[src/rtl/fu_arbiter.sv]
// fu_arbiter: two-requester round-robin front end for a shared function unit.
// One operation in flight at a time. A granted operation with a legal select
// code spends one cycle driving the function unit (EXEC), then its captured
// result is held in RESP until the consumer accepts it. An illegal select code
// skips the function unit and goes straight to RESP with an error response.
// The function-unit bus is held at zero outside EXEC so that no FU driver is
// enabled unintentionally.
//
// state | meaning
// ------+-----------------------------------------------------------
// IDLE  | waiting for a request; grants one requester per visit
// EXEC  | op registers drive the FU; result/status captured at cycle end
// RESP  | response held on rsp_* until rsp_ready

module fu_arbiter (
    input  logic        clk,
    input  logic        rst_n,

    input  logic        req0_valid,
    output logic        req0_ready,
    input  logic [3:0]  req0_fs,
    input  logic [15:0] req0_a,
    input  logic [15:0] req0_b,

    input  logic        req1_valid,
    output logic        req1_ready,
    input  logic [3:0]  req1_fs,
    input  logic [15:0] req1_a,
    input  logic [15:0] req1_b,

    output logic [3:0]  fu_fs,
    output logic [15:0] fu_a,
    output logic [15:0] fu_b,
    input  logic [15:0] fu_result,
    input  logic [3:0]  fu_status,

    output logic        rsp_valid,
    input  logic        rsp_ready,
    output logic        rsp_id,
    output logic [15:0] rsp_result,
    output logic [3:0]  rsp_status,
    output logic        rsp_err
);

    typedef enum logic [1:0] {
        IDLE = 2'd0,
        EXEC = 2'd1,
        RESP = 2'd2
    } state_t;

    state_t      state;
    state_t      state_nxt;

    // Index of the requester granted most recently; the other one wins a tie.
    logic        rr_ptr;

    logic [3:0]  op_fs;
    logic [15:0] op_a;
    logic [15:0] op_b;
    logic        op_id;

    logic        any_req;
    logic        gnt_fire;
    logic        gnt_id;
    logic [3:0]  gnt_fs;
    logic [15:0] gnt_a;
    logic [15:0] gnt_b;
    logic        gnt_legal;

    // Select codes 0001..1101 map to FU functions; 0000, 1110, 1111 do not.
    function automatic logic fs_is_legal(input logic [3:0] fs);
        return (fs != 4'b0000) && (fs <= 4'b1101);
    endfunction

    // Grant selection: single requester wins outright, a tie goes to the
    // requester that was not granted last.
    always_comb begin
        any_req = req0_valid | req1_valid;
        gnt_id  = 1'b0;
        if (req0_valid && req1_valid) begin
            gnt_id = ~rr_ptr;
        end else if (req1_valid) begin
            gnt_id = 1'b1;
        end
        gnt_fire  = (state == IDLE) && any_req;
        gnt_fs    = gnt_id ? req1_fs : req0_fs;
        gnt_a     = gnt_id ? req1_a  : req0_a;
        gnt_b     = gnt_id ? req1_b  : req0_b;
        gnt_legal = fs_is_legal(gnt_fs);
    end

    // Handshake outputs. Gated by rst_n so ready is low for the whole time
    // reset is held, even though the state register already reads IDLE.
    always_comb begin
        req0_ready = 1'b0;
        req1_ready = 1'b0;
        if (rst_n && gnt_fire) begin
            req0_ready = ~gnt_id;
            req1_ready =  gnt_id;
        end
    end

    // Next-state logic.
    always_comb begin
        state_nxt = state;
        case (state)
            IDLE: begin
                if (gnt_fire) begin
                    state_nxt = gnt_legal ? EXEC : RESP;
                end
            end
            EXEC: begin
                state_nxt = RESP;
            end
            RESP: begin
                if (rsp_ready) begin
                    state_nxt = IDLE;
                end
            end
            default: begin
                state_nxt = IDLE;
            end
        endcase
    end

    // FU bus is driven only while executing; zero everywhere else.
    always_comb begin
        fu_fs = 4'b0000;
        fu_a  = 16'h0000;
        fu_b  = 16'h0000;
        if (state == EXEC) begin
            fu_fs = op_fs;
            fu_a  = op_a;
            fu_b  = op_b;
        end
    end

    // Response valid is a straight decode of the RESP state.
    always_comb begin
        rsp_valid = (state == RESP);
    end

    // State register and round-robin pointer; pointer starts at 1 so that
    // requester 0 wins the first tie after reset.
    always_ff @(posedge clk or negedge rst_n) begin
        if (!rst_n) begin
            state  <= IDLE;
            rr_ptr <= 1'b1;
        end else begin
            state <= state_nxt;
            if (gnt_fire) begin
                rr_ptr <= gnt_id;
            end
        end
    end

    // Op registers capture the granted request at grant time.
    always_ff @(posedge clk or negedge rst_n) begin
        if (!rst_n) begin
            op_fs <= 4'b0000;
            op_a  <= 16'h0000;
            op_b  <= 16'h0000;
            op_id <= 1'b0;
        end else if (gnt_fire) begin
            op_fs <= gnt_fs;
            op_a  <= gnt_a;
            op_b  <= gnt_b;
            op_id <= gnt_id;
        end
    end

    // Response registers: loaded with an error response on an illegal grant,
    // or with the FU outputs at the end of EXEC; untouched while in RESP.
    always_ff @(posedge clk or negedge rst_n) begin
        if (!rst_n) begin
            rsp_id     <= 1'b0;
            rsp_result <= 16'h0000;
            rsp_status <= 4'b0000;
            rsp_err    <= 1'b0;
        end else if (gnt_fire && !gnt_legal) begin
            rsp_id     <= gnt_id;
            rsp_result <= 16'h0000;
            rsp_status <= 4'b0000;
            rsp_err    <= 1'b1;
        end else if (state == EXEC) begin
            rsp_id     <= op_id;
            rsp_result <= fu_result;
            rsp_status <= fu_status;
            rsp_err    <= 1'b0;
        end
    end

endmodule

[config.mk]
export PLATFORM = sky130hd
export DESIGN_NAME = fu_arbiter
export DESIGN_NICKNAME = d
export VERILOG_FILES = /design/src/rtl/fu_arbiter.sv
export SDC_FILE = /design/constraint.sdc
export NUM_CORES = 1
export LEC_CHECK = 0
export ABC_AREA = 1
export BUFFER_PORTS_ARGS = -buffer_cell sky130_fd_sc_hd__buf_4
export CAP_MARGIN = 10
export CORE_MARGIN = 1
export CORE_UTILIZATION = 40
export DETAILED_ROUTE_END_ITERATION = 12
export PLACE_DENSITY = 0.75
export SYNTH_ARGS = -nofsm -noshare
export SYNTH_HDL_FRONTEND = slang
export SYNTH_SLANG_ARGS = --single-unit
[constraint.sdc]
create_clock -name clk -period 1.5 [get_ports clk]
set_input_delay 0.45 -clock clk [delete_from_list [all_inputs] [get_ports clk]]
set_output_delay 0.45 -clock clk [all_outputs]
set_load 0.02 [all_outputs]
======== Yosys cells after proc, flatten, opt, wreduce, memory -nomap -nowiden ========
Cells that the tools add are included.
cells by class
  bitwise logic cells ..................... 3
  magnitude comparators ................... 1
  multiplexer cells ....................... 22
  reduce and logical (&&, ||, !) cells .... 10
  equal/unequal tests ..................... 4
operator list
  kind                count
  $mux 16             6
  $mux 4              4
  $mux 1              8
  $mux 2              3
  $pmux 2 s3          1
  $logic_and 1x1->1   5
  $le 4x4->1 const B  1
  $reduce_bool 4->1   1
  $eq 2x1->1 const B  1
  $eq 2x2->1 const B  1
  $logic_not 2->1     1
  $ne 2x1->1 const B  1
  $ne 2x2->1 const B  1
  $not 1->1           2
  $reduce_and 2->1    1
  $reduce_bool 2->1   1
  $logic_not 1->1     1
  $or 1x1->1          1
storage, ports and cells
  register bits after elaboration ......... 62

======== Logic depth before layout (Yosys ltp) ========
Gate-level depths: netlist of the first run.
  depth after elaboration ................. 8
  gate-level depth with buffers ........... 10
  depth with buffers taken out ............ 10

======== Worst setup path after synthesis of the first run ========
OpenSTA, ideal clock, no wires.
  kind .................................... flip-flop to output port
  from .................................... register rr_ptr
  to ...................................... output port req0_ready
  arrival time ............................ 1.490 ns
  stages on the path, launching flop included .. 6
  setup slack ............................. -0.440 ns
  path buffers ............................ 1
  data required time ...................... 1.050 ns
  path through ............................ dfstp_2 nand2_2 nand2_2 inv_1 buf_2 nor3_1
on the way
  word-level cells in the longest chain between the ends .. 4
RTL lines
  element                 RTL line  RTL
  from (decl)             55        logic rr_ptr;
  from (signal assigned)  152       rr_ptr <= gnt_id;
  $not 1->1               81        gnt_id = ~rr_ptr;
  $mux 1                  80        if (req0_valid && req1_valid) begin
  $not 1->1               98        req0_ready = ~gnt_id;
  $mux 1                  97        if (rst_n && gnt_fire) begin
  to (decl)               20        output logic req0_ready,
Every way passes these cells.

======== Final worst setup path of the first run ========
  from .................................... register state[0]
  to ...................................... output port req0_ready
on the way
  word-level cells in the longest chain between the ends .. 4
RTL lines
  element                 RTL line  RTL
  from (decl)             51        state_t state;
  from (signal assigned)  150       state <= state_nxt;
  $logic_not 2->1         85        gnt_fire = (state == IDLE) && any_req;
  $logic_and 1x1->1       85
  $logic_and 1x1->1       97
  $mux 1                  97
Every way passes these cells.

==> impl_metrics.env, run 1 <==
export IMPL_initial_core_util_pct=41.64
export IMPL_grt_pass1_vias=3094
export IMPL_rsz0062_at_grt="yes"
export IMPL_fp_coreArea_sq_um=7292
export IMPL_dp_cells=642
export IMPL_drc=0
export IMPL_synth_seq_cells=62
export IMPL_synth_compound_area_share_pct=17.76
export IMPL_overflow=0
export IMPL_worstPathRequired_ns=1.05
export IMPL_grtUsageTotal_pct=24.98
export IMPL_setup_ws_ns=-0.3734
export IMPL_htreeDepth=3
export IMPL_crit_path_end_kind="output pin"
export IMPL_synth_commonest_cells="nand2_1, nor2_1, dfrtp_1"
export IMPL_fill_cells=507
export IMPL_status="finished, violations left"
export IMPL_cts_buffers=9
export IMPL_ys_flop_type="dfrtp_1"
export IMPL_hpwl_mm=6.062
export IMPL_place_area_sq_um=4705
export IMPL_syn_inst=392
export IMPL_cap_violations=0
export IMPL_path_clk_slew_ns=0.07
export IMPL_vias=3373
export IMPL_cp_arrival_ns=1.42
export IMPL_dieWidth_microns=89.13
export IMPL_grt_pass1_wl_mm=14.83
export IMPL_hold_violations=0
export IMPL_die_h_microns=89.13
export IMPL_worst_pin_slew_ns=0.7826
export IMPL_layoutNonFillerInstCount=678
export IMPL_fin_crit_sh_pct=124.9
export IMPL_cts_tree="built"
export IMPL_synth_fp_nets=489
export IMPL_synth_simple_gate_area_share_pct=21.59
export IMPL_fin_nets=671
export IMPL_ys_seq_area_share_pct=51.13
export IMPL_synth_most_common_cell="nand2_1"
export IMPL_synth_top_area_share_pct=50.27
export IMPL_critPathMaxFanout=3
export IMPL_worstSetupPathType="reg2out"
export IMPL_area_growth_synth_to_final_pct=84.84
export IMPL_power_leakage_nw=2.778
export IMPL_synthArstFlopShare_pct=100.0
export IMPL_first_iter_violations=88
export IMPL_setup_viol=98
export IMPL_synth_mux_area_fraction_pct=0.3296
export IMPL_dieArea_sq_um=7944
export IMPL_avgSynthCellArea_sq_um=7.747
export IMPL_grt_max_degree=63
export IMPL_finalCriticalPeriod_ns=1.873
export IMPL_rows=31
export IMPL_cts_hold_buffers=0
export IMPL_ff2ff_setup_slack_ns=-0.23
export IMPL_root_buffer="clkbuf_8"
export IMPL_yosysWarnings=0
export IMPL_antenna_found_initial=0
export IMPL_synth_edf_count=0
export IMPL_synth_top_family_by_area="simple AND/OR/NAND/NOR gates"
export IMPL_final_cell_area_sq_um=5613
export IMPL_synthAdderAreaFrac_pct=0
export IMPL_start_kind="flip-flop"
export IMPL_dp_slack_ns=-0.1181
export IMPL_viasPerCell=4.975
export IMPL_yosysUniqueCellTypes=19
export IMPL_whs_ns=0.3151
export IMPL_wire_per_inst_microns=15.28
export IMPL_syn_area_sq_um=3037
export IMPL_routed_wirelength_mm=10.36
export IMPL_synth_xor_area_share_pct=0
export IMPL_fin_skew_ns=0.009711
export IMPL_relSlewSlack_pct=47.83
export IMPL_antenna_cells=0
export IMPL_max_vdd_ir_drop_uv=1336
export IMPL_portBuffers=157
export IMPL_drive_gt1_share_pct=52.33
export IMPL_violations="negative setup slack"
export IMPL_cts_sinks=62
export IMPL_ant_nets=0
export IMPL_clk_latency_ns=0.33
export IMPL_power_density_nw_per_um2=1966
export IMPL_synth_top_cell_by_area="dfrtp_1"
export IMPL_cts_path_max_buffers=2
export IMPL_fmax_ghz=0.5338
export IMPL_detail_route_first_pass_iterations=4
export IMPL_report_final_slew_viol_count=0
export IMPL_synthTopCellsByArea="dfrtp_1, nand2_1, nor2_1"
export IMPL_design_portCount=158
export IMPL_worstHoldPathType="in2async"
export IMPL_place_congestion=0.7442
-- worst max-delay path, stage by stage, from the launching register on --
cell and delay (ns):
dfrtp_1 0.42, nor2_2 0.26, o21ai_2 0.15, nor3_4 0.14, buf_6 0.13
-- power breakdown --
| part | internal, mW | total [mW] | switching (mW) |
|---|---|---|---|
| logic | 2.93 | 6.72 | 3.79 |
| registers | 2.50 | 2.85 | 0.349 |
| clock network | 0.857 | 1.47 | 0.612 |
-- registers in the layout, indices dropped and copies added, names as in the netlist, 2 cells and up --
name and count:
state 2, op_fs 4, rsp_status 4, rsp_result 16, op_a 16, op_b 16
-- layer usage --
metal	vias to the layer above	GRT usage [%]	share of wire [%]
li1	1625	-	-
met1	1613	32.46	41
met2	123	42.54	53
met3	12	4.155	4.9
met4	0	8.514	1.3
met5	-	0	0
-- repair_timing --
action	CTS	global route
cloned	4	0
gates resized for setup	99	46
endpoints found under the setup margin	67	99
pin swaps	4	17
buffers inserted	18	7
-- logic make-up after synthesis --
group,Yosys count
simple gates,170
buf+inv,70
flops,62
compound gates,89
mux,1
-- layout by cell type (no fill, tap or decap), drive strengths merged --
cell type / count
buf: 196
nand2: 87
nor2: 75
dfrtp: 61
inv: 44
o21ai: 37
o22ai: 32
a21boi: 20
clkbuf: 13
nand3: 7
nor3: 1
mux2i: 1
bufinv: 1
clkinvlp: 1
clkinv: 1
bufbuf: 1
dfstp: 1
-- worst paths after layout --
kind                                   to  startpoint  depth (start not counted)
min in group clk                  op_a[9]   req1_a[9]                          3
max in group asynchronous         op_a[4]       rst_n                          2
min reg2reg                         op_id       op_id                          2
max reg2reg                rsp_result[15]      rr_ptr                         11
max                            req0_ready    state[0]                          4
min                        rsp_result[10]       rst_n                          2
-- final cells by class --
cell class              count  area (sq um)  area share, %
clock buffers              13         158.9          2.831
clock inverters             3         42.54         0.7579
inverters                  44         170.2          3.032
multi-input cells         260          1738          30.96
flip-flops and latches     62          1553          27.66
well taps                  99         123.9          2.207
repair buffers            197          1827          32.55
-- through the flow --
stage / TNS (ns) / utilization, % / total power, mW
floorplan: -0.6507 / - / 6.544
global placement: -1.145 / 64.52 / 8.184
detailed placement: -3.584 / 64.52 / 8.328
CTS: -15.91 / 75.05 / 10.77
global route: -24.63 / 76.97 / 11.72
finish: -19.14 / 76.97 / 11.03
No activity file was read; power rests on OpenSTA's default activity.
==> inputs of run 2 (changes only) <==
--- a/config.mk
+++ b/config.mk
@@ -7,11 +7,11 @@
 export LEC_CHECK = 0
 export ABC_AREA = 1
 export BUFFER_PORTS_ARGS = -buffer_cell sky130_fd_sc_hd__buf_4
-export CAP_MARGIN = 10
+export CAP_MARGIN = 20
 export CORE_MARGIN = 1
-export CORE_UTILIZATION = 40
+export CORE_UTILIZATION = 41
 export DETAILED_ROUTE_END_ITERATION = 12
-export PLACE_DENSITY = 0.75
+export PLACE_DENSITY = 0.77
 export SYNTH_ARGS = -nofsm -noshare
 export SYNTH_HDL_FRONTEND = slang
 export SYNTH_SLANG_ARGS = --single-unit
==> run 2 against run 1 <==
Against the previous run:
- global-route usage grew 1.1 points
- largest power group unchanged
- critical endpoint unchanged
- combinational power increased by 9.1%
- the run still ends with negative setup slack left
- via count increased by 4.7%
- non-clock buffer count is 3 higher
- hold slack got worse by 0.024 ns
- clock skew decreased by 0.00056 ns
- critical path type unchanged
- die area is 2.4% lower
- sequential share of layout area fell by 0.27 points
==> impl_metrics.env, run 2 (synthesis gave the netlist of run 1 again) <==
export IMPL_dp_cells=642
export IMPL_worstPathRequired_ns=1.05
export IMPL_dieArea_sq_um=7755
export IMPL_cts_buffers=9
export IMPL_grtUsageTotal_pct=26.07
export IMPL_hpwl_mm=6.235
export IMPL_multi_input_area_sq_um=1729
export IMPL_critPathMaxFanout=3
export IMPL_ant_nets=0
export IMPL_vias=3531
export IMPL_ff2ff_setup_slack_ns=-0.19
export IMPL_reg2regPathDepth=11
export IMPL_fin_nets=674
export IMPL_drive_gt1_share_pct=51.89
export IMPL_rsz0062_at_grt="yes"
export IMPL_worst_pin_slew_ns=0.7966
export IMPL_clk_latency_ns=0.34
export IMPL_cts_hold_buffers=0
export IMPL_rows=31
export IMPL_fin_crit_sh_pct=126.2
export IMPL_place_congestion=0.7406
export IMPL_root_buffer="clkbuf_8"
export IMPL_start_kind="flip-flop"
export IMPL_cts_path_max_buffers=2
export IMPL_mostFrequentLayoutCell="buf_4"
export IMPL_first_iter_violations=232
export IMPL_fin_skew_ns=0.009147
export IMPL_power_density_nw_per_um2=2064
export IMPL_cp_arrival_ns=1.44
export IMPL_place_area_sq_um=4705
export IMPL_overflow=0
export IMPL_grt_pass1_vias=3309
export IMPL_setup_ws_ns=-0.3926
export IMPL_cts_sinks=62
export IMPL_final_cell_area_sq_um=5668
export IMPL_layoutNonFillerInstCount=681
export IMPL_antenna_cells=0
export IMPL_max_vdd_ir_drop_uv=1269
export IMPL_relSlewSlack_pct=46.90
export IMPL_r2r_start="rr_ptr"
export IMPL_design_portCount=158
export IMPL_viasPerCell=5.185
export IMPL_fmax_ghz=0.5284
export IMPL_power_leakage_nw=2.811
export IMPL_crit_path_end_kind="output pin"
export IMPL_largestRegisters="op_a: 16 flops, op_b: 16 flops, rsp_result: 16 flops"
export IMPL_report_final_slew_viol_count=0
export IMPL_violations="negative setup slack"
export IMPL_detail_route_first_pass_iterations=4
export IMPL_grt_pass1_wl_mm=15.44
export IMPL_fill_cells=485
export IMPL_setup_worst_path_end="req0_ready"
export IMPL_wire_per_inst_microns=16.87
export IMPL_initial_core_util_pct=42.09
export IMPL_antenna_found_initial=0
export IMPL_utilization_pct=78.56
export IMPL_finalCriticalPeriod_ns=1.893
export IMPL_cts_tree="built"
export IMPL_path_clk_slew_ns=0.08
export IMPL_worstHoldPathType="in2async"
export IMPL_worstSetupPathType="reg2out"
export IMPL_die_h_microns=88.06
export IMPL_grt_max_degree=63
export IMPL_setup_viol=66
export IMPL_routed_wirelength_mm=11.49
export IMPL_cap_violations=0
export IMPL_htreeDepth=3
export IMPL_status="finished, violations left"
export IMPL_drc=0
export IMPL_cp_startpoint="state[0]"
export IMPL_dieWidth_microns=88.06
export IMPL_portBuffers=157
export IMPL_hold_violations=0
export IMPL_seqCellArea_sq_um=1553
export IMPL_rr_endpoint="rsp_result[1]"
export IMPL_area_growth_synth_to_final_pct=86.65
export IMPL_fp_coreArea_sq_um=7214
export IMPL_final_cell_mix="buf_4, nand2_1, dfrtp_1"
## run 2: changes by cell type in the layout (fill, tap and decap cells not counted), moves of 3 or more
cell       before  now
buf_6          50   44
nor2_2          5    2
nand2_1        70   73
o21ai_1         2   13
nand3_4         4    1
nor2_4         36   40
buf_4         136  141
o21ai_0        33   23
clkbuf_16       0    4
## run 2: power breakdown
part | leakage, nW | total [mW] | switching (mW) | internal [mW]
registers | 0.763 | 2.85 | 0.351 | 2.50
logic | 1.94 | 7.33 | 4.06 | 3.27
clock network | 0.106 | 1.52 | 0.673 | 0.852
total | 2.81 | 11.7 | 5.08 | 6.62
## run 2: metal layers
layer / up-vias / part of all wire, % / GRT usage, %
met4: 0 / 2.7 / 10.70
li1: 1629 / - / -
met3: 26 / 4.8 / 2.639
met5: - / 0 / 0
met1: 1735 / 38 / 31.57
met2: 141 / 54 / 47.36
## run 2: worst min-delay path by stage
stage / to / startpoint
global placement: op_id / op_id
floorplan: op_a[0] / rst_n
global route: op_b[1] / req1_b[1]
detailed placement: op_id / op_id
CTS: rsp_result[4] / rst_n
finish: op_a[12] / rst_n
## run 2: area by class of cell
cell class,count,area share (%)
Inverter,44,3.135
Clock buffer,12,2.737
Multi-Input combinational cell,260,30.51
Timing Repair Buffer,200,33.25
Sequential cell,62,27.40
Clock inverter,4,0.7947
Tap cell,99,2.185
## run 2: repair_timing
action / CTS / global route
pin swaps: 5 / 16
gates resized for setup: 88 / 65
setup buffers: 6 / 11
setup endpoints to repair: 59 / 99
gates cloned: 5 / 5
## run 2: through the flow
step | power [mW] | worst slack [ns] | setup TNS (ns) | hold WS [ns]
2_1_floorplan | 6.544 | -0.1046 | -0.6507 | 0.1544
3_3_place_gp | 8.170 | -0.05219 | -0.4264 | 0.4625
3_5_place_dp | 8.340 | -0.1088 | -2.367 | 0.4699
4_1_cts | 10.69 | -0.3766 | -15.28 | 0.3193
5_1_grt | 12.33 | -0.4477 | -19.90 | 0.3640
6_report | 11.70 | -0.3926 | -15.62 | 0.2916
## run 2: critical path: stages (launching register included)
cell	delay [ns]
dfrtp_1	0.40
buf_4	0.16
nor2_4	0.16
o21ai_4	0.11
nor3_4	0.14
buf_6	0.14
==> inputs of run 3 (changes only) <==
--- a/config.mk
+++ b/config.mk
@@ -12,6 +12,7 @@
 export CORE_UTILIZATION = 41
 export DETAILED_ROUTE_END_ITERATION = 12
 export PLACE_DENSITY = 0.77
+export RECOVER_POWER = 25
 export SYNTH_ARGS = -nofsm -noshare
 export SYNTH_HDL_FRONTEND = slang
 export SYNTH_SLANG_ARGS = --single-unit
==> run 3 against run 2 <==
Against the previous run:
- the run still ends with negative setup slack left
- fmax is essentially flat
- cell count is the same
- flip-flop and latch count is the same
- critical path type unchanged
- critical endpoint unchanged
- largest cell class unchanged
==> impl_metrics.env, run 3 (synthesis gave the netlist of run 1 again) <==
export IMPL_dieArea_sq_um=7755
export IMPL_root_buffer="clkbuf_8"
export IMPL_vias=3527
export IMPL_drc=0
export IMPL_status="finished, violations left"
export IMPL_finalCriticalPeriod_ns=1.893
export IMPL_grtUsageTotal_pct=26.07
export IMPL_worstHoldPathType="in2async"
export IMPL_routed_wirelength_mm=11.48
export IMPL_tns_ns=-15.64
export IMPL_portBuffers=157
export IMPL_fp_coreArea_sq_um=7214
export IMPL_whs_ns=0.3402
export IMPL_fin_crit_sh_pct=126.2
export IMPL_power_density_nw_per_um2=2063
export IMPL_worst_pin_slew_ns=0.8607
export IMPL_viasPerCell=5.179
export IMPL_final_cell_mix="buf_4, nand2_1, dfrtp_1"
export IMPL_critPathMaxFanout=3
export IMPL_worstPathRequired_ns=1.05
export IMPL_setup_ws_ns=-0.3926
export IMPL_cts_tree="built"
export IMPL_power_leakage_nw=2.811
export IMPL_worstSetupPathType="reg2out"
export IMPL_detail_route_first_pass_iterations=4
export IMPL_cts_buffers=9
export IMPL_power_mw=11.69
export IMPL_rows=31
export IMPL_dp_cells=642
export IMPL_cp_arrival_ns=1.44
export IMPL_grt_max_degree=63
export IMPL_clk_latency_ns=0.34
export IMPL_place_area_sq_um=4705
export IMPL_dp_slack_ns=-0.1088
export IMPL_grt_pass1_wl_mm=15.44
export IMPL_path_cells="buf_4 -> nor2_4 -> o21ai_4 -> nor3_4 -> buf_6"
export IMPL_design_portCount=158
export IMPL_start_kind="flip-flop"
export IMPL_mostFrequentLayoutCell="buf_4"
export IMPL_die_h_microns=88.06
export IMPL_utilization_pct=78.56
export IMPL_hpwl_mm=6.235
export IMPL_crit_path_end_kind="output pin"
export IMPL_reg2regPathDepth=11
export IMPL_largestRegisters="op_a: 16 flops, op_b: 16 flops, rsp_result: 16 flops"
export IMPL_overflow=0
export IMPL_htreeDepth=3
export IMPL_cts_path_max_buffers=2
export IMPL_wire_per_inst_microns=16.86
export IMPL_area_growth_synth_to_final_pct=86.65
export IMPL_fin_skew_ns=0.009031
export IMPL_max_vdd_ir_drop_uv=1269
export IMPL_cap_violations=0
export IMPL_rsz0062_at_grt="yes"
export IMPL_first_iter_violations=238
export IMPL_cts_sinks=62
export IMPL_antenna_found_initial=0
export IMPL_slowest_stage="dfrtp_1"
export IMPL_relSlewSlack_pct=42.62
export IMPL_layoutNonFillerInstCount=681
export IMPL_final_cell_area_sq_um=5668
export IMPL_dieWidth_microns=88.06
export IMPL_hold_violations=0
export IMPL_fmax_ghz=0.5284
export IMPL_fill_cells=485
export IMPL_initial_core_util_pct=42.09
export IMPL_fin_nets=674
export IMPL_grt_pass1_vias=3309
export IMPL_path_clk_slew_ns=0.08
export IMPL_ant_nets=0
export IMPL_report_final_slew_viol_count=0
export IMPL_antenna_cells=0
export IMPL_violations="negative setup slack"
export IMPL_drive_gt1_share_pct=51.89
export IMPL_place_congestion=0.7406
export IMPL_setup_viol=66
export IMPL_slowest_delay_ns=0.40
[run 3: power breakdown]
group / internal, mW / switching [mW] / total, mW
Combinational: 3.27 / 4.06 / 7.32
Sequential: 2.50 / 0.350 / 2.85
Clock: 0.851 / 0.672 / 1.52
Total: 6.61 / 5.08 / 11.7
[run 3: final timing paths]
check                               start  slack (ns)       endpoint
worst min register to register     rr_ptr        0.49         rr_ptr
worst min-delay path                rst_n        0.34       op_a[12]
max in group asynchronous           rst_n        0.58        op_b[7]
min in group clk                req1_b[1]        0.38        op_b[1]
worst max register to register     rr_ptr       -0.19  rsp_result[1]
worst max-delay path             state[0]       -0.39     req0_ready
[run 3: per-layer routing]
layer / track usage, % / wire [microns]
met3: 2.639 / 544
met2: 47.36 / 6220
met5: 0 / 0
met1: 31.57 / 4404
met4: 10.70 / 311
[run 3: final cells by class]
type | count | area (sq um) | share of cell area [%]
repair buffers | 200 | 1884 | 33.25
multi-input cells | 260 | 1729 | 30.51
flip-flops and latches | 62 | 1553 | 27.40
inverters | 44 | 177.7 | 3.135
clock buffers | 12 | 155.1 | 2.737
well taps | 99 | 123.9 | 2.185
clock inverters | 4 | 45.04 | 0.7947
[run 3: repair_timing]
item | in CTS | in global routing
gates cloned | 5 | 5
buffers inserted | 6 | 11
gates resized for setup | 88 | 65
hold buffers | 0 | 0
pin swaps | 5 | 16
endpoints found under the setup margin | 59 | 99
[run 3: critical path, delay by kind of cell, from the launching register on]
kind	cells	cell delay, ns
DFF	1	0.40
buffers and inverters	2	0.30
and+or+nand+nor	2	0.30
AOI/OAI and AO/OA	1	0.11
